**src/rtl/gear_pkg.sv**
```systemverilog
`default_nettype none
// ============================================================================
//  Module      : gear_pkg
//  Description : Shared definitions for the GeAr error-correcting adder:
//                FSM state encoding, geometry helpers (L, K, window-low
//                index) and a parameter legality check.
//  Revision    : 1.0 - initial release
// ============================================================================
package gear_pkg;

    typedef enum logic [1:0] {
        IDLE = 2'd0,
        EVAL = 2'd1,
        DONE = 2'd2
    } gear_state_t;

    // Bits produced by sub-adder 0 (prediction + result bits).
    function automatic int gear_l(input int p, input int r);
        return p + r;
    endfunction

    // Number of sub-adders beyond the first.
    function automatic int gear_k(input int size, input int p, input int r);
        return (size - p - r) / r;
    endfunction

    // Lowest (1-based) bit of sub-adder i's prediction window.
    function automatic int gear_win_lo(input int i, input int r);
        return i * r + 1;
    endfunction

    // Geometry must tile SIZE exactly with at least one extra sub-adder,
    // and the correction budget cannot exceed the number of sub-adders.
    function automatic bit gear_params_ok(input int size, input int p,
                                          input int r, input int max_corr);
        return (p >= 1) && (r >= 1) && (size > p + r) &&
               (((size - p - r) % r) == 0) &&
               (max_corr >= 0) && (max_corr <= gear_k(size, p, r));
    endfunction

endpackage
`default_nettype wire

```
**src/rtl/gear_core.sv**
```systemverilog
`default_nettype none
// ============================================================================
//  Module      : gear_core
//  Description : Combinational GeAr evaluation. Produces the approximate sum,
//                carry-out and per-sub-adder carry-prediction error flags for
//                an operand pair, carry-in and forced-carry (fix) vector.
//  Ports       : a, b   - operands (bit j of the description is index j-1)
//                cin    - carry-in into sub-adder 0
//                fix    - forced window carry-in per sub-adder 1..K
//                sum    - approximate sum
//                cout   - carry-out from the last sub-adder's chain
//                err    - prediction error flag per sub-adder 1..K
//  Revision    : 1.0 - initial release
// ============================================================================
module gear_core
    import gear_pkg::*;
#(
    parameter int SIZE = 16,
    parameter int P    = 4,
    parameter int R    = 2
) (
    input  logic [SIZE-1:0]             a,
    input  logic [SIZE-1:0]             b,
    input  logic                        cin,
    input  logic [gear_k(SIZE, P, R):1] fix,
    output logic [SIZE-1:0]             sum,
    output logic                        cout,
    output logic [gear_k(SIZE, P, R):1] err
);

    localparam int c_l = gear_l(P, R);
    localparam int c_k = gear_k(SIZE, P, R);

    logic [SIZE-1:0] w_g;
    logic [SIZE-1:0] w_p;
    // w_gen[j]: carry out of bit j as seen by the sub-adder owning bit j.
    logic [SIZE:0]   w_gen;

    assign w_g = a & b;
    assign w_p = a ^ b;

    always_comb begin : p_eval
        logic c;
        logic all_p;
        c     = cin;
        all_p = 1'b1;
        sum   = '0;
        err   = '0;
        w_gen = '0;
        w_gen[0] = cin;

        // Sub-adder 0 is an exact ripple over bits 1..L.
        for (int j = 1; j <= c_l; j++) begin
            sum[j-1] = w_p[j-1] ^ c;
            c        = w_g[j-1] | (w_p[j-1] & c);
            w_gen[j] = c;
        end

        // Each later sub-adder restarts from its fix bit, runs the
        // prediction window (carries only) and then owns R result bits.
        for (int i = 1; i <= c_k; i++) begin
            c = fix[i];
            for (int j = gear_win_lo(i, R); j <= i * R + P; j++) begin
                c = w_g[j-1] | (w_p[j-1] & c);
            end
            for (int j = i * R + P + 1; j <= i * R + P + R; j++) begin
                sum[j-1] = w_p[j-1] ^ c;
                c        = w_g[j-1] | (w_p[j-1] & c);
                w_gen[j] = c;
            end
        end

        // A window mispredicts when a real carry arrives at its low edge and
        // the whole window propagates it; already-forced windows are exempt.
        for (int i = 1; i <= c_k; i++) begin
            all_p = 1'b1;
            for (int j = gear_win_lo(i, R); j <= i * R + P; j++) begin
                all_p = all_p & w_p[j-1];
            end
            err[i] = w_gen[i*R] & all_p & ~fix[i];
        end
    end

    assign cout = w_gen[SIZE];

endmodule
`default_nettype wire

```
**src/rtl/gear_ec_adder.sv**
```systemverilog
`default_nettype none
// ============================================================================
//  Module      : gear_ec_adder
//  Description : Sequential GeAr approximate adder with error detection and
//                iterative correction. Flagged sub-adder carry-ins are forced
//                to 1 over successive EVAL cycles until the sum is exact or
//                MAX_CORR corrections have been spent.
//  Macro       : GEAR_CORRECT_EN - when defined, iterative correction is
//                built; otherwise EVAL always finishes in one cycle.
//  Ports       : clk, rst                 - clock, sync active-high reset
//                in_valid/in_ready        - operand handshake
//                a, b, cin                - operands and carry-in
//                out_valid/out_ready      - result handshake
//                sum, cout                - delivered result
//                approx_err               - error on first evaluation
//                exact                    - no residual error in result
//                corr_count               - correction cycles used
//  Revision    : 1.0 - initial release
// ============================================================================
module gear_ec_adder
    import gear_pkg::*;
#(
    parameter int SIZE     = 16,
    parameter int P        = 4,
    parameter int R        = 2,
    parameter int MAX_CORR = 5
) (
    input  logic                                 clk,
    input  logic                                 rst,
    input  logic                                 in_valid,
    output logic                                 in_ready,
    input  logic [SIZE-1:0]                      a,
    input  logic [SIZE-1:0]                      b,
    input  logic                                 cin,
    output logic                                 out_valid,
    input  logic                                 out_ready,
    output logic [SIZE-1:0]                      sum,
    output logic                                 cout,
    output logic                                 approx_err,
    output logic                                 exact,
    output logic [$clog2(gear_k(SIZE, P, R)+1)-1:0] corr_count
);

    localparam int c_k  = gear_k(SIZE, P, R);
    localparam int c_cw = $clog2(c_k + 1);

    generate
        if (!gear_params_ok(SIZE, P, R, MAX_CORR)) begin : g_param_check
            $error("gear_ec_adder: illegal SIZE/P/R/MAX_CORR combination");
        end
    endgenerate

    gear_state_t     r_state;
    gear_state_t     w_state_nxt;
    logic [SIZE-1:0] r_a;
    logic [SIZE-1:0] r_b;
    logic            r_cin;
    logic [SIZE-1:0] r_sum;
    logic            r_cout;
    logic            r_approx;
    logic            r_exact;
    logic [c_k:1]    w_fix;
    logic [c_k:1]    w_err;
    logic [SIZE-1:0] w_sum;
    logic            w_cout;
    logic            w_load;
    logic            w_correct;
    logic            w_finish;
    logic            w_first;

`ifdef GEAR_CORRECT_EN
    logic [c_k:1]    r_fix;
    logic [c_cw-1:0] r_cnt;

    assign w_fix      = r_fix;
    assign w_first    = (r_cnt == '0);
    assign corr_count = r_cnt;
`else
    assign w_fix      = '0;
    assign w_first    = 1'b1;
    assign corr_count = '0;
`endif

    gear_core #(
        .SIZE (SIZE),
        .P    (P),
        .R    (R)
    ) u_core (
        .a    (r_a),
        .b    (r_b),
        .cin  (r_cin),
        .fix  (w_fix),
        .sum  (w_sum),
        .cout (w_cout),
        .err  (w_err)
    );

    assign in_ready   = (r_state == IDLE) && !rst;
    assign out_valid  = (r_state == DONE);
    assign sum        = r_sum;
    assign cout       = r_cout;
    assign approx_err = r_approx;
    assign exact      = r_exact;

    always_comb begin
        w_state_nxt = r_state;
        w_load      = 1'b0;
        w_correct   = 1'b0;
        w_finish    = 1'b0;
        case (r_state)
            IDLE: begin
                if (in_valid && in_ready) begin
                    w_load      = 1'b1;
                    w_state_nxt = EVAL;
                end
            end
            EVAL: begin
`ifdef GEAR_CORRECT_EN
                if ((|w_err) && (int'(r_cnt) < MAX_CORR)) begin
                    w_correct = 1'b1;
                end else begin
                    w_finish    = 1'b1;
                    w_state_nxt = DONE;
                end
`else
                w_finish    = 1'b1;
                w_state_nxt = DONE;
`endif
            end
            DONE: begin
                if (out_ready) begin
                    w_state_nxt = IDLE;
                end
            end
            default: w_state_nxt = IDLE;
        endcase
    end

    always_ff @(posedge clk) begin
        if (rst) begin
            r_state  <= IDLE;
            r_a      <= '0;
            r_b      <= '0;
            r_cin    <= 1'b0;
            r_sum    <= '0;
            r_cout   <= 1'b0;
            r_approx <= 1'b0;
            r_exact  <= 1'b0;
`ifdef GEAR_CORRECT_EN
            r_fix    <= '0;
            r_cnt    <= '0;
`endif
        end else begin
            r_state <= w_state_nxt;
            if (w_load) begin
                r_a   <= a;
                r_b   <= b;
                r_cin <= cin;
`ifdef GEAR_CORRECT_EN
                r_fix <= '0;
                r_cnt <= '0;
`endif
            end
`ifdef GEAR_CORRECT_EN
            // All windows flagged this cycle are forced together; fix bits
            // are sticky so the chain converges within K corrections.
            if (w_correct) begin
                r_fix <= r_fix | w_err;
                r_cnt <= r_cnt + c_cw'(1);
            end
`endif
            if ((r_state == EVAL) && w_first) begin
                r_approx <= |w_err;
            end
            if (w_finish) begin
                r_sum   <= w_sum;
                r_cout  <= w_cout;
                r_exact <= ~(|w_err);
            end
        end
    end

endmodule
`default_nettype wire

```
**config.mk**
```make
export PLATFORM = sky130hd
export DESIGN_NAME = gear_ec_adder
export DESIGN_NICKNAME = d
export VERILOG_FILES = /design/src/rtl/gear_pkg.sv /design/src/rtl/gear_core.sv /design/src/rtl/gear_ec_adder.sv
export SDC_FILE = /design/constraint.sdc
export NUM_CORES = 1
export LEC_CHECK = 0
export ABC_CLOCK_PERIOD_IN_PS = 3700
export BUFFER_PORTS_ARGS = -buffer_cell sky130_fd_sc_hd__buf_2
export CAP_MARGIN = 20
export CORE_UTILIZATION = 53
export DETAILED_ROUTE_END_ITERATION = 7
export PLACE_DENSITY_LB_ADDON = 0.3
export SETUP_SLACK_MARGIN = 0.05
export SYNTH_ARGS = -nofsm -noshare
export SYNTH_HDL_FRONTEND = slang
export SYNTH_SLANG_ARGS = --single-unit
```
**constraint.sdc**
```tcl
create_clock -name clk -period 3.7 [get_ports clk]
set_input_delay 0.185 -clock clk [delete_from_list [all_inputs] [get_ports clk]]
set_output_delay 0.185 -clock clk [all_outputs]
set_load 0.02 [all_outputs]
```
After elaboration in Yosys (flattened, before gate mapping) --
Index checks and enable logic that the tools add are counted.
Cells by class: equality and inequality tests 4, mux-type cells 6, bitwise gates (word level) 97, reductions and logical operators 6
Operator list (number):
- AND 1 bit | 49
- bitwise OR 1 bit | 29
- AND 16 bit | 1
- bitwise XOR 1 bit | 16
- bitwise XOR 16 bit | 1
- case mux 2 bit (3 select lines) | 1
- OR reduction 5 bit | 1
- two-way mux 2 bit | 2
- != test 2 x 1 -> 1 bit (second input constant) | 2
- two-way mux 1 bit | 3
- == test 2 x 1 -> 1 bit (second input constant) | 1
- == test 2 bit (second input constant) | 1
- logical AND 1 bit | 2
- logical NOT 2 bit | 1
- AND reduction 2 bit | 1
- logical NOT 1 bit | 1
- NOT 1 bit | 1
Word-level totals: register bits after elaboration 54, bits of input ports 37, word-level logic and storage cells 121

Logic depth before layout (Yosys ltp) --
Gate-level depths: netlist of the first run.
depth in word-level cells 16, mapped depth 12, depth with buffers taken out 12

Hierarchy --
From an unflattened synthesis of the first run, not the netlist that was laid out.
Second synthesis, totals: cell total of the unflattened synthesis 309, area total of the unflattened synthesis 2610.0 µm²
By module, submodules not included:
- gear_ec_adder | instances 1, cells each 240, area an instance 1934.4 µm², seq. area each 1081.0 µm²
- gear_core | instances 1, cells each 69, area an instance 675.6 µm², seq. area each 0.0 µm²

Least setup slack after synthesis of the first run --
OpenSTA, ideal clock, no wires.
path type register to register, start reg r_a[0], end reg r_approx (netlist: approx_err), library setup time 120 ps, data arrival time 2729 ps, path slack 852 ps, cell stages (with the launch flop) 13, path buffers 0, period minus slack after synthesis 2848 ps, cell sequence dfxtp_1 inv_1 fa_1 inv_1 fa_1 fa_1 fa_1 fa_1 inv_1 fa_1 nand3b_1 a21oi_1 o31a_1
Between the ends: longest elaborated chain between the ends 15, elaborated cells between the ends (all ways) 18, those cells by class 17 x bitwise; 1 x reduce/logical
RTL lines:
- start, declared | line gear_ec_adder.sv:55 | logic [SIZE-1:0] r_a;
- start signal, assigned | line gear_ec_adder.sv:142 | r_a <= '0;
- start signal, assigned | line gear_ec_adder.sv:156 | r_a <= a;
- bitwise XOR 16 bit | line gear_core.sv:40 | assign w_p = a ^ b;
- AND 1 bit | line gear_core.sv:55 | c = w_g[j-1] | (w_p[j-1] & c);
- bitwise OR 1 bit (*) | line gear_core.sv:55
- AND 1 bit (*) | line gear_core.sv:55
- bitwise OR 1 bit (*) | line gear_core.sv:55
- AND 1 bit | line gear_core.sv:55
- bitwise OR 1 bit | line gear_core.sv:55
- AND 1 bit | line gear_core.sv:55
- bitwise OR 1 bit | line gear_core.sv:55
- AND 1 bit | line gear_core.sv:55
- bitwise OR 1 bit | line gear_core.sv:55
- AND 1 bit | line gear_core.sv:55
- bitwise OR 1 bit | line gear_core.sv:55
- AND 1 bit | line gear_core.sv:80 | err[i] = w_gen[i*R] & all_p & ~fix[i];
- OR reduction 5 bit (*) | line gear_ec_adder.sv:173 | r_approx <= |w_err;
- end signal, assigned | line gear_ec_adder.sv:173
- end, declared | line gear_ec_adder.sv:60 | logic r_approx;
Every way passes the cells marked *; elsewhere a longest branch is shown, timed or not. A chain may end at the register's enable or synchronous reset.

Final worst setup path of the first run --
start reg r_b[0], end reg r_approx (netlist: approx_err)
Between the ends: longest elaborated chain between the ends 15, elaborated cells between the ends (all ways) 18, those cells by class 17 x bitwise; 1 x reduce/logical
RTL lines:
- start, declared | line gear_ec_adder.sv:56 | logic [SIZE-1:0] r_b;
- start signal, assigned | line gear_ec_adder.sv:143 | r_b <= '0;
- start signal, assigned | line gear_ec_adder.sv:157 | r_b <= b;
- bitwise XOR 16 bit | line gear_core.sv:40
- AND 1 bit | line gear_core.sv:55
- bitwise OR 1 bit (*) | line gear_core.sv:55
- AND 1 bit (*) | line gear_core.sv:55
- bitwise OR 1 bit (*) | line gear_core.sv:55
- AND 1 bit | line gear_core.sv:55
- bitwise OR 1 bit | line gear_core.sv:55
- AND 1 bit | line gear_core.sv:55
- bitwise OR 1 bit | line gear_core.sv:55
- AND 1 bit | line gear_core.sv:55
- bitwise OR 1 bit | line gear_core.sv:55
- AND 1 bit | line gear_core.sv:55
- bitwise OR 1 bit | line gear_core.sv:55
- AND 1 bit | line gear_core.sv:80
- OR reduction 5 bit (*) | line gear_ec_adder.sv:173
Marked as above.

==> results of run 1 <==
## worst max-delay path: stages, from the launching register on
cell and delay (ps):
dfxtp_1 330, inv_1 70, fa_1 170, inv_1 50, fa_1 420, fa_1 400
fa_1 420, fa_1 380, inv_1 80, fa_1 150, nand3b_1 110, a21oi_1 90
o31a_1 290
## state kept, by name, summed over array words and instances (netlist names)
name,count
r_b,16
exact,1
cout,1
r_cin,1
approx_err,1
sum,16
r_a,16
r_state,2
## power by group through the flow
stage / clock network, mW / logic (mW) / registers, mW
5_1_grt: 0.415 / 0.175 / 0.637
2_1_floorplan: 0 / 0.100 / 0.654
3_5_place_dp: 0 / 0.154 / 0.646
6_report: 0.383 / 0.154 / 0.632
3_3_place_gp: 0 / 0.151 / 0.645
4_1_cts: 0.392 / 0.155 / 0.632
## cell families (layout without fill, tap and decap cells)
| group | after synthesis | in the layout | share of synthesized area (%) |
|---|---|---|---|
| buffers and inverters | 38 | 85 | 7.831 |
| DFF | 54 | 54 | 42.02 |
| AOI/OAI and AO/OA | 70 | 70 | 15.66 |
| other | 1 | 3 | 0.1458 |
| and+or+nand+nor | 107 | 107 | 16.93 |
| xor gates and xnor gates | 2 | 2 | 0.6811 |
| adders and majority gates | 26 | 26 | 16.73 |
## cells in the final DEF (no fill, tap or decap), types with 3 or more instances in the layout
master | netlist | routed
nand2_1 | 88 | 88
clkbuf_8 | 0 | 5
buf_2 | 4 | 57
dfxtp_1 | 54 | 54
a21oi_1 | 48 | 48
a211oi_1 | 8 | 8
inv_1 | 17 | 17
nor2_1 | 8 | 8
fa_1 | 14 | 14
conb_1 | 1 | 3
ha_1 | 12 | 12
a21o_1 | 6 | 6
## final cells by class
class	instances	area, µm²	share of cell area, %
flip-flops and latches	54	1081	36.92
inverters	18	72.57	2.479
clock buffers	5	68.82	2.350
clock inverters	3	40.04	1.368
multi-input cells	208	1300	44.40
well taps	52	65.06	2.222
repair buffers	59	300.3	10.26
## how the worst max path moves through the flow
stage | startpoint | to | cells after the start
global route | r_b[0]$_SDFFE_PP0P_ | approx_err$_SDFFE_PP0N_ | 12
detailed placement | r_a[0]$_SDFFE_PP0P_ | approx_err$_SDFFE_PP0N_ | 12
CTS | r_a[0]$_SDFFE_PP0P_ | approx_err$_SDFFE_PP0N_ | 12
global placement | r_a[0]$_SDFFE_PP0P_ | approx_err$_SDFFE_PP0N_ | 12
finish | r_b[0]$_SDFFE_PP0P_ | approx_err$_SDFFE_PP0N_ | 12
floorplan | r_a[0]$_SDFFE_PP0P_ | approx_err$_SDFFE_PP0N_ | 12
## metal layers
| layer | up-vias | GRT usage, % | wire, µm |
|---|---|---|---|
| met5 | - | 0 | 0 |
| met4 | 0 | 6.754 | 61 |
| met3 | 7 | 5.063 | 229 |
| met2 | 51 | 31.03 | 2088 |
| met1 | 924 | 28.99 | 2463 |
| li1 | 1062 | - | - |
## metrics by stage
| step | power, mW | area [µm²] |
|---|---|---|
| 3_5_place_dp | 0.8002 | 2819 |
| 2_1_floorplan | 0.7548 | 2580 |
| 4_1_cts | 1.179 | 2928 |
| 6_report | 1.169 | 2928 |
| 5_1_grt | 1.227 | 2928 |
| 3_3_place_gp | 0.7954 | 2819 |
==> metrics.md, run 1 <==
| Metric | Value |
|---|---|
| Outcome | `finished, final reports clean` |
| Final wirelength | `4843 µm` |
| ANT nets after route | `0` |
| CTS resizes | `0` |
| R2r endpoint | `approx_err$_SDFFE_PP0N_` |
| Critical Path AT | `3250 ps` |
| Worst slack, placed | `688.8 ps` |
| Synth unique cells | `29` |
| Num rows | `24` |
| Die H | `71.67 µm` |
| Count leader, synth | `nand2_1` |
| # fillers | `403` |
| # Max-Cap Violations | `0` |
| Initial drt markers | `100` |
| Post-cts hold buffer count | `0` |
| Critical path launch point type | `register` |
| Congestion Overflow GR | `0` |
| CTS Buf Count | `5` |
| Worst setup margin | `650.0 ps` |
| Die Span X | `71.67 µm` |
| Setup tns final | `0 ps` |
| CP Max Fanout | `2` |
| Synth top area share | `42.02%` |
| Max VDD drop | `0.3136 mV` |
| Placed Cells | `391` |
| Via density | `5.123` |
| Layout overhead on the synthesized area | `13.81%` |
| Worst hold endpoint | `r_a[1]$_SDFFE_PP0P_` |
| Sequential fraction of the synthesis area | `42.02%` |
| Pwr/cell area | `399.3 nW/µm²` |
| Unrepaired setup endpoints after global routing | `no` |
| Total track usage | `20.53%` |
| # IOs | `61` |
| Final cell count without fillers | `399` |
| Post-DP HPWL | `3598 µm` |
| Gate power share | `13.2%` |
| Lkg Pwr | `1.291 nW` |
| GP Congestion | `0.7884` |
| Worst path required time | `3900 ps` |
| Predominant post-synthesis flop cell | `dfxtp_1` |
| Synth Area per Inst | `8.632 µm²` |
| Sequential group share of total power | `54.0%` |
| Sw Share | `25.60%` |
| Routed wire per std cell | `12.14 µm` |
| Final Cycle Share | `82.43%` |
| Post-synth top area cell | `dfxtp_1` |
| Root Driver | `clkbuf_8` |
| Starting Density | `57.11%` |
| Clk_lat worst skew | `300 ps` |
| Worst-Margin Slew | `524.2 ps` |
| Fin Hold WS | `105.2 ps` |
| Flop2flop setup slack | `650 ps` |
| N_diodes | `0` |
| Clock Power Share | `32.8%` |
| Final core utilization | `65.00%` |
| CTS tree | `built` |
| P_sw | `0.2993 mW` |
| Ratio of cells with drive above 1 in the final layout | `20.17%` |
| Synthesized area | `2572 µm²` |
| Total clock sinks | `54` |
| First-pass GRT wire length | `8190 µm` |
| Highest Clock Rate | `327.9 MHz` |
| Post-CTS Setup Bufs | `0` |
| Asr flop ratio synth | `0%` |
| Reg2Reg Depth | `12` |
| Final Hold Vio Count | `0` |
| Area of the core | `4504 µm²` |
| Max Root-Sink Buffers | `2` |
| Synth Register Bits | `54` |
| Largest net degree at the start of global routing | `55` |
| Routed via count | `2044` |
| Synth Warn # | `0` |
| Port Buf Inserts | `57` |
| Vias in the first global route | `1866` |
| Antenna violations before repair | `0` |
| WHS Path Cells | `3` |
| Area contributors post-synth | `dfxtp_1 42%, nand2_1 13%, fa_1 11%, a21oi_1 9.3%, ha_1 5.8%` |
| Skew final | `4.803 ps` |
| Most frequent cells after synthesis | `88 x nand2_1, 54 x dfxtp_1, 48 x a21oi_1` |
| Final Slew Violations | `0` |
| Final Net Count | `409` |
| HP Start | `a[1]` |
| Int Pwr | `0.8698 mW` |
| Min Clock Period, post-route | `3050 ps` |
| Slew headroom | `65.05%` |
| R2r startpoint | `r_b[0]$_SDFFE_PP0P_` |
| Critical path class | `register to register` |
| H-tree Lvls | `2` |
| Clock transition at the registers of the reported paths | `90 ps` |
| Die footprint | `5137 µm²` |
| Post-synth EDFFs | `0` |
| Detailed Routing Iterations Pass 1 | `4` |
| HP Class | `input port to register` |
| Drc violations | `0` |
| Setup violators final | `0` |
| Cells after Synth | `298` |
| Setup crit end kind | `register` |
No activity file was read; power rests on OpenSTA's default activity.
==> inputs of run 2 (changes only) <==
--- a/config.mk
+++ b/config.mk
@@ -5,7 +5,8 @@
 export SDC_FILE = /design/constraint.sdc
 export NUM_CORES = 1
 export LEC_CHECK = 0
-export ABC_CLOCK_PERIOD_IN_PS = 3700
+export ABC_AREA = 1
+export ABC_CLOCK_PERIOD_IN_PS = 3000
 export BUFFER_PORTS_ARGS = -buffer_cell sky130_fd_sc_hd__buf_2
 export CAP_MARGIN = 20
 export CORE_UTILIZATION = 53
==> constraint.sdc (replaced) <==
create_clock -name clk -period 3 [get_ports clk]
set_input_delay 0.15 -clock clk [delete_from_list [all_inputs] [get_ports clk]]
set_output_delay 0.15 -clock clk [all_outputs]
set_load 0.02 [all_outputs]
==> run 2 against run 1 <==
  * Wire length is 6.3% higher
  * Non-clock buffer count is 1 higher
  * Count of clock-buffer cells in the layout is 1 higher
  * Synthesized cell count is 0.34% higher
  * Global-route usage is 1.6 points higher
  * Power is 29% higher
  * Via count is 0.49% higher
==> metrics.md, run 2 <==
| Metric | Value |
|---|---|
| R2r endpoint | `approx_err$_SDFFE_PP0N_` |
| Post-synth top area cell | `dfxtp_1` |
| Global routing's busiest layer | `met2` |
| Predominant post-synthesis flop cell | `dfxtp_1` |
| Sequential fraction of the synthesis area | `42.13%` |
| Drc violations | `0` |
| Outcome | `finished, final reports clean` |
| CTS Buf Count | `5` |
| Met2 Use GR | `34.18%` |
| HP Start | `a[4]` |
| Synth Warn # | `0` |
| CTS tree | `built` |
| Count leader, synth | `dfxtp_1` |
| Setup crit end kind | `register` |
| Root Driver | `clkbuf_8` |
| Layout overhead on the synthesized area | `15.85%` |
| Synth unique cells | `19` |
| Ratio of cells with drive above 1 in the final layout | `28.13%` |
| Most frequent cells in the layout | `57 x buf_2, 54 x dfxtp_1, 48 x nand2_1` |
| First-pass GRT wire length | `8804 µm` |
| Critical-path cell list | `inv_2 -> fa_2 -> inv_1 -> fa_2 -> fa_2 -> fa_2 -> fa_2 -> inv_2 -> fa_1 -> inv_1 -> nand3_1 -> nand2_1 -> nand2_1 -> nand3_2 -> nand2_1 -> inv_1` |
| Vias in the first global route | `1932` |
| Highest Clock Rate | `351.9 MHz` |
| GR Layer Usage met3 | `4.641%` |
| Critical path launch point type | `register` |
| Synth top area share | `42.13%` |
| Die Span X | `71.59 µm` |
| Area contributors post-synth | `dfxtp_1 42%, fa_1 11%, a21oi_1 7.6%, nand2_1 7.0%, o21ai_0 6.4%` |
| Largest net degree at the start of global routing | `45` |
| Cells after Synth | `299` |
| Routed via count | `2054` |
| Placed cell areas | `2841 µm²` |
| Max Root-Sink Buffers | `2` |
| Final Slew Violations | `0` |
| Via density | `5.084` |
| Slew headroom | `53.32%` |
| Post-DP HPWL | `3668 µm` |
| Detailed Routing Iterations Pass 1 | `5` |
| Starting Density | `56.97%` |
| Final Cycle Share | `94.71%` |
| Met1 usage | `31.36%` |
| Most frequent cells after synthesis | `54 x dfxtp_1, 48 x nand2_1, 39 x a21oi_1` |
| Reg2Reg Depth | `16` |
| Max VDD drop | `0.2525 mV` |
| Asr flop ratio synth | `0%` |
| N_diodes | `0` |
| Area of the core | `4504 µm²` |
| Final Hold Vio Count | `0` |
| Final Net Count | `414` |
| Total clock sinks | `54` |
| Pwr/cell area | `508.1 nW/µm²` |
| Routed wire per std cell | `12.75 µm` |
| Min Clock Period, post-route | `2841 ps` |
| Synthesized area | `2566 µm²` |
| Post-synth EDFFs | `0` |
| HP Class | `input port to register` |
| GP Congestion | `0.7795` |
| Worst-Margin Slew | `699.5 ps` |
| Design Area, Final | `2973 µm²` |
| Skew final | `7.024 ps` |
| Most used cell, CP | `fa_2` |
| Unrepaired setup endpoints after global routing | `no` |
| Worst path required time | `3230 ps` |
| Worst hold endpoint | `r_a[4]$_SDFFE_PP0P_` |
| # Max-Cap Violations | `0` |
| Clock transition at the registers of the reported paths | `100 ps` |
| Post-cts hold buffer count | `0` |
| Critical Path AT | `3070 ps` |
| Initial drt markers | `130` |
| Total track usage | `22.14%` |
| Post-CTS Setup Bufs | `0` |
| Die footprint | `5124 µm²` |
| Critical path class | `register to register` |
| R2r startpoint | `r_a[0]$_SDFFE_PP0P_` |
| Num rows | `24` |
| Flop2flop setup slack | `160 ps` |
| Lkg Pwr | `1.349 nW` |
| ANT nets after route | `0` |
| Antenna violations before repair | `0` |
| CP Max Fanout | `2` |
| Clk_lat worst skew | `310 ps` |
| Port Buf Inserts | `57` |
| WHS Path Cells | `3` |
| Commonest non-fill, non-tap cell in the layout | `buf_2` |
| Setup tns final | `0 ps` |
| Congestion Overflow GR | `0` |
| Die H | `71.59 µm` |
| Final wirelength | `5150 µm` |
| Synth Area per Inst | `8.583 µm²` |
| Synth Register Bits | `54` |
| CP peak stage delay | `400 ps` |
| H-tree Lvls | `2` |
| CP max stage cell | `fa_2` |
| # IOs | `61` |
| Setup violators final | `0` |
## run 2: worst max-delay path: cells and delay by family (launching register included)
kind / cells / cell delay [ps]
fa+ha+maj: 6 / 1860
simple gates: 5 / 330
flops: 1 / 320
buf+inv: 5 / 250
## run 2: kinds of logic (layout without fill, tap and decap cells)
| kind of cell | after synthesis | after routing | synth area share, % |
|---|---|---|---|
| AOI/OAI and AO/OA | 81 | 81 | 17.11 |
| DFF | 54 | 54 | 42.13 |
| xor gates and xnor gates | 2 | 2 | 0.6827 |
| other | 1 | 3 | 0.1461 |
| adders and majority gates | 26 | 26 | 16.77 |
| and+or+nand+nor | 89 | 89 | 14.77 |
| buffers and inverters | 46 | 97 | 8.386 |
## run 2: metal layers
layer  up-vias  part of all wire (%)
met1       938                    51
met3         5                   4.4
met2        53                    43
li1       1058                     -
met4         0                   1.4
met5         -                     0
## run 2: worst max-delay path by stage
stage | start | to | slack (ps)
finish | r_a[0]$_SDFFE_PP0P_ | approx_err$_SDFFE_PP0N_ | 160
global route | r_a[0]$_SDFFE_PP0P_ | approx_err$_SDFFE_PP0N_ | 10
CTS | r_a[0]$_SDFFE_PP0P_ | exact$_SDFFE_PP0N_ | 90
detailed placement | r_a[0]$_SDFFE_PP0P_ | approx_err$_SDFFE_PP0N_ | 60
global placement | r_a[0]$_SDFFE_PP0P_ | approx_err$_SDFFE_PP0N_ | 160
floorplan | r_a[0]$_SDFFE_PP0P_ | approx_err$_SDFFE_PP0N_ | 250
## run 2: repair_timing
| action | 4_1_cts | 5_1_grt |
|---|---|---|
| endpoints found under the setup margin | 2 | 3 |
| pin swaps | 0 | 3 |
| gates resized for setup | 1 | 10 |
## run 2: power breakdown
| part | internal [mW] | switching (mW) |
|---|---|---|
| sequential | 0.762 | 0.0301 |
| clock | 0.249 | 0.236 |
| combinational | 0.0881 | 0.145 |
## run 2: stage by stage
stage	std cells	util [%]	hold slack [ps]	worst slack, ps	power [mW]
global route	404	66.00	57.06	11.83	1.586
CTS	404	65.58	63.39	94.04	1.515
finish	404	66.00	73.32	158.6	1.511
floorplan	301	-	286.4	250.8	0.9655
detailed placement	396	63.08	405.1	59.05	1.037
global placement	396	63.08	401.7	157.2	1.030
## run 2: final cells by class
| class | instances | area [µm²] |
|---|---|---|
| repair buffers | 60 | 307.8 |
| flip-flops and latches | 54 | 1081 |
| multi-input cells | 201 | 1299 |
| inverters | 29 | 110.1 |
| clock buffers | 6 | 72.57 |
| well taps | 52 | 65.06 |
| clock inverters | 2 | 37.54 |
| fillers | 396 | 1531 |
==> inputs of run 3 (changes only) <==
--- a/config.mk
+++ b/config.mk
@@ -6,13 +6,14 @@
 export NUM_CORES = 1
 export LEC_CHECK = 0
 export ABC_AREA = 1
-export ABC_CLOCK_PERIOD_IN_PS = 3000
+export ABC_CLOCK_PERIOD_IN_PS = 2600
 export BUFFER_PORTS_ARGS = -buffer_cell sky130_fd_sc_hd__buf_2
 export CAP_MARGIN = 20
-export CORE_UTILIZATION = 53
+export CORE_UTILIZATION = 48
 export DETAILED_ROUTE_END_ITERATION = 7
 export PLACE_DENSITY_LB_ADDON = 0.3
 export SETUP_SLACK_MARGIN = 0.05
+export SKIP_CTS_REPAIR_TIMING = 1
 export SYNTH_ARGS = -nofsm -noshare
 export SYNTH_HDL_FRONTEND = slang
 export SYNTH_SLANG_ARGS = --single-unit
==> constraint.sdc (replaced) <==
create_clock -name clk -period 2.6 [get_ports clk]
set_input_delay 0.13 -clock clk [delete_from_list [all_inputs] [get_ports clk]]
set_output_delay 0.13 -clock clk [all_outputs]
set_load 0.02 [all_outputs]
==> run 3 against run 2 <==
  * The flow now finishes with violations (setup timing)
  * Cell area grew 1.6%
  * Register-to-register slack lost 350 ps
  * Critical path depth shrank 1
  * Die area grew 10%
  * Sequential share of layout area shrank 0.50 points
  * Clock power shrank 1%
  * Clock skew shrank 2.4 ps
  * Fmax grew 1.6%
  * Power grew 11%
  * Flip-flop and latch count is the same
  * Via count shrank 0.78%
  * Combinational power grew 19%
  * Critical path type unchanged
  * Critical endpoint is now exact$_SDFFE_PP0N_
==> metrics.md, run 3 (same netlist as run 2, synthesis figures left out) <==
| Metric | Value |
|---|---|
| HP Class | `input port to register` |
| CP peak stage delay | `380 ps` |
| CTS Buf Count | `5` |
| Outcome | `complete, but fails checks` |
| HP Start | `a[3]` |
| CP Launch Point | `r_a[0]$_SDFFE_PP0P_` |
| H-tree Lvls | `2` |
| Setup violators final | `3` |
| Fin Hold WS | `56.90 ps` |
| Max VDD drop | `0.2377 mV` |
| Wl on met1 | `2593 µm` |
| R2r startpoint | `r_a[0]$_SDFFE_PP0P_` |
| Met3 routed WL | `241 µm` |
| Max Root-Sink Buffers | `2` |
| Starting Density | `49.93%` |
| Congestion Overflow GR | `0` |
| Final cell count without fillers | `426` |
| Worst setup margin | `-196.3 ps` |
| Final Cycle Share | `107.5%` |
| GP Congestion | `0.8485` |
| N_diodes | `0` |
| Routed wire per std cell | `12.14 µm` |
| Lkg Pwr | `1.363 nW` |
| Final Slew Violations | `0` |
| Total track usage | `19.41%` |
| Setup crit end kind | `register` |
| Tot Pwr | `1.672 mW` |
| Root Driver | `clkbuf_8` |
| Num rows | `26` |
| Worst path required time | `2840 ps` |
| Port Buf Inserts | `57` |
| Die footprint | `5643 µm²` |
| Final wirelength | `5171 µm` |
| Vias in the first global route | `1805` |
| Min Clock Period, post-route | `2796 ps` |
| Final Net Count | `418` |
| Placed cell areas | `2889 µm²` |
| Routed via count | `2038` |
| Critical-path cell list | `inv_2 -> fa_2 -> inv_2 -> fa_2 -> fa_2 -> fa_2 -> fa_2 -> inv_2 -> fa_2 -> inv_2 -> nand3_2 -> nand2_2 -> nand2_2 -> nand3_2 -> a21oi_1` |
| Pwr/cell area | `553.2 nW/µm²` |
| Critical path class | `register to register` |
| # Max-Cap Violations | `0` |
| First-pass GRT wire length | `8142 µm` |
| # IOs | `61` |
| Crit-path leading delay family | `adder cells` |
| Skew final | `4.578 ps` |
| CTS tree | `built` |
| Commonest non-fill, non-tap cell in the layout | `buf_2` |
| Design Area, Final | `3022 µm²` |
| CP Max Fanout | `2` |
| Ratio of cells with drive above 1 in the final layout | `31.18%` |
| Layout overhead on the synthesized area | `17.75%` |
| Antenna violations before repair | `0` |
| Critical Path AT | `3040 ps` |
| CP max stage cell | `fa_2` |
| Most frequent cells in the layout | `57 x buf_2, 52 x dfxtp_1, 46 x nand2_1` |
| Final Hold Vio Count | `0` |
| Met2 wirelength from detailed routing | `2270 µm` |
| Worst-Margin Slew | `694.2 ps` |
| Placed Cells | `416` |
| Most used cell, CP | `fa_2` |
| ANT nets after route | `0` |
| Die Span X | `75.12 µm` |
| Setup tns final | `-501.5 ps` |
| Highest Clock Rate | `357.6 MHz` |
| Clk_lat worst skew | `310 ps` |
| Unrepaired setup endpoints after global routing | `yes` |
| Failing checks | `setup timing` |
| Post-DP HPWL | `3842 µm` |
| Detailed Routing Iterations Pass 1 | `4` |
| Critical path launch point type | `register` |
| Area of the core | `5140 µm²` |
| Die H | `75.12 µm` |
| Largest net degree at the start of global routing | `32` |
| Drc violations | `0` |
| Slew headroom | `53.67%` |
| Total clock sinks | `54` |
| Initial drt markers | `69` |
| Clock transition at the registers of the reported paths | `90 ps` |
| Via density | `4.784` |
| Top layer in use | `met4` |
| CP Buf/Inv Count | `4` |
## run 3: cell type report
cell class | count | area, µm²
fillers | 510 | 2118
multi-input cells | 201 | 1311
flip-flops and latches | 54 | 1084
repair buffers | 64 | 337.8
inverters | 29 | 110.1
well taps | 70 | 87.58
clock buffers | 7 | 86.33
clock inverters | 1 | 5.005
## run 3: worst min-delay path, stage by stage
cell	delay, ps
buf_2	100
nand2_2	60
a21oi_2	40
## run 3: report_power, final
part	switching, mW	internal [mW]	total, mW
clock network	0.265	0.215	0.480
registers	0.0344	0.879	0.914
logic	0.170	0.107	0.278
total	0.470	1.20	1.67
## run 3: path summary, 6_finish.rpt
kind / to / slack, ps / depth (start not counted)
setup / recovery: exact$_SDFFE_PP0N_ / -200 / 15
hold / removal: r_a[3]$_SDFFE_PP0P_ / 60 / 3
setup reg to reg: exact$_SDFFE_PP0N_ / -200 / 15
hold reg to reg: r_cin$_SDFFE_PP0P_ / 470 / 2
## run 3: layer usage
layer  up-vias  track usage (%)
li1       1063                -
met1       918            27.30
met4         0            6.289
met2        51            29.53
met3         6            4.552
met5         -                0
## run 3: through the flow
step,setup WS (ps),utilization [%]
finish,-196.3,58.79
global route,-324.4,58.79
CTS,-192.0,57.98
detailed placement,-162.1,56.21
global placement,-45.32,56.21
floorplan,48.82,-
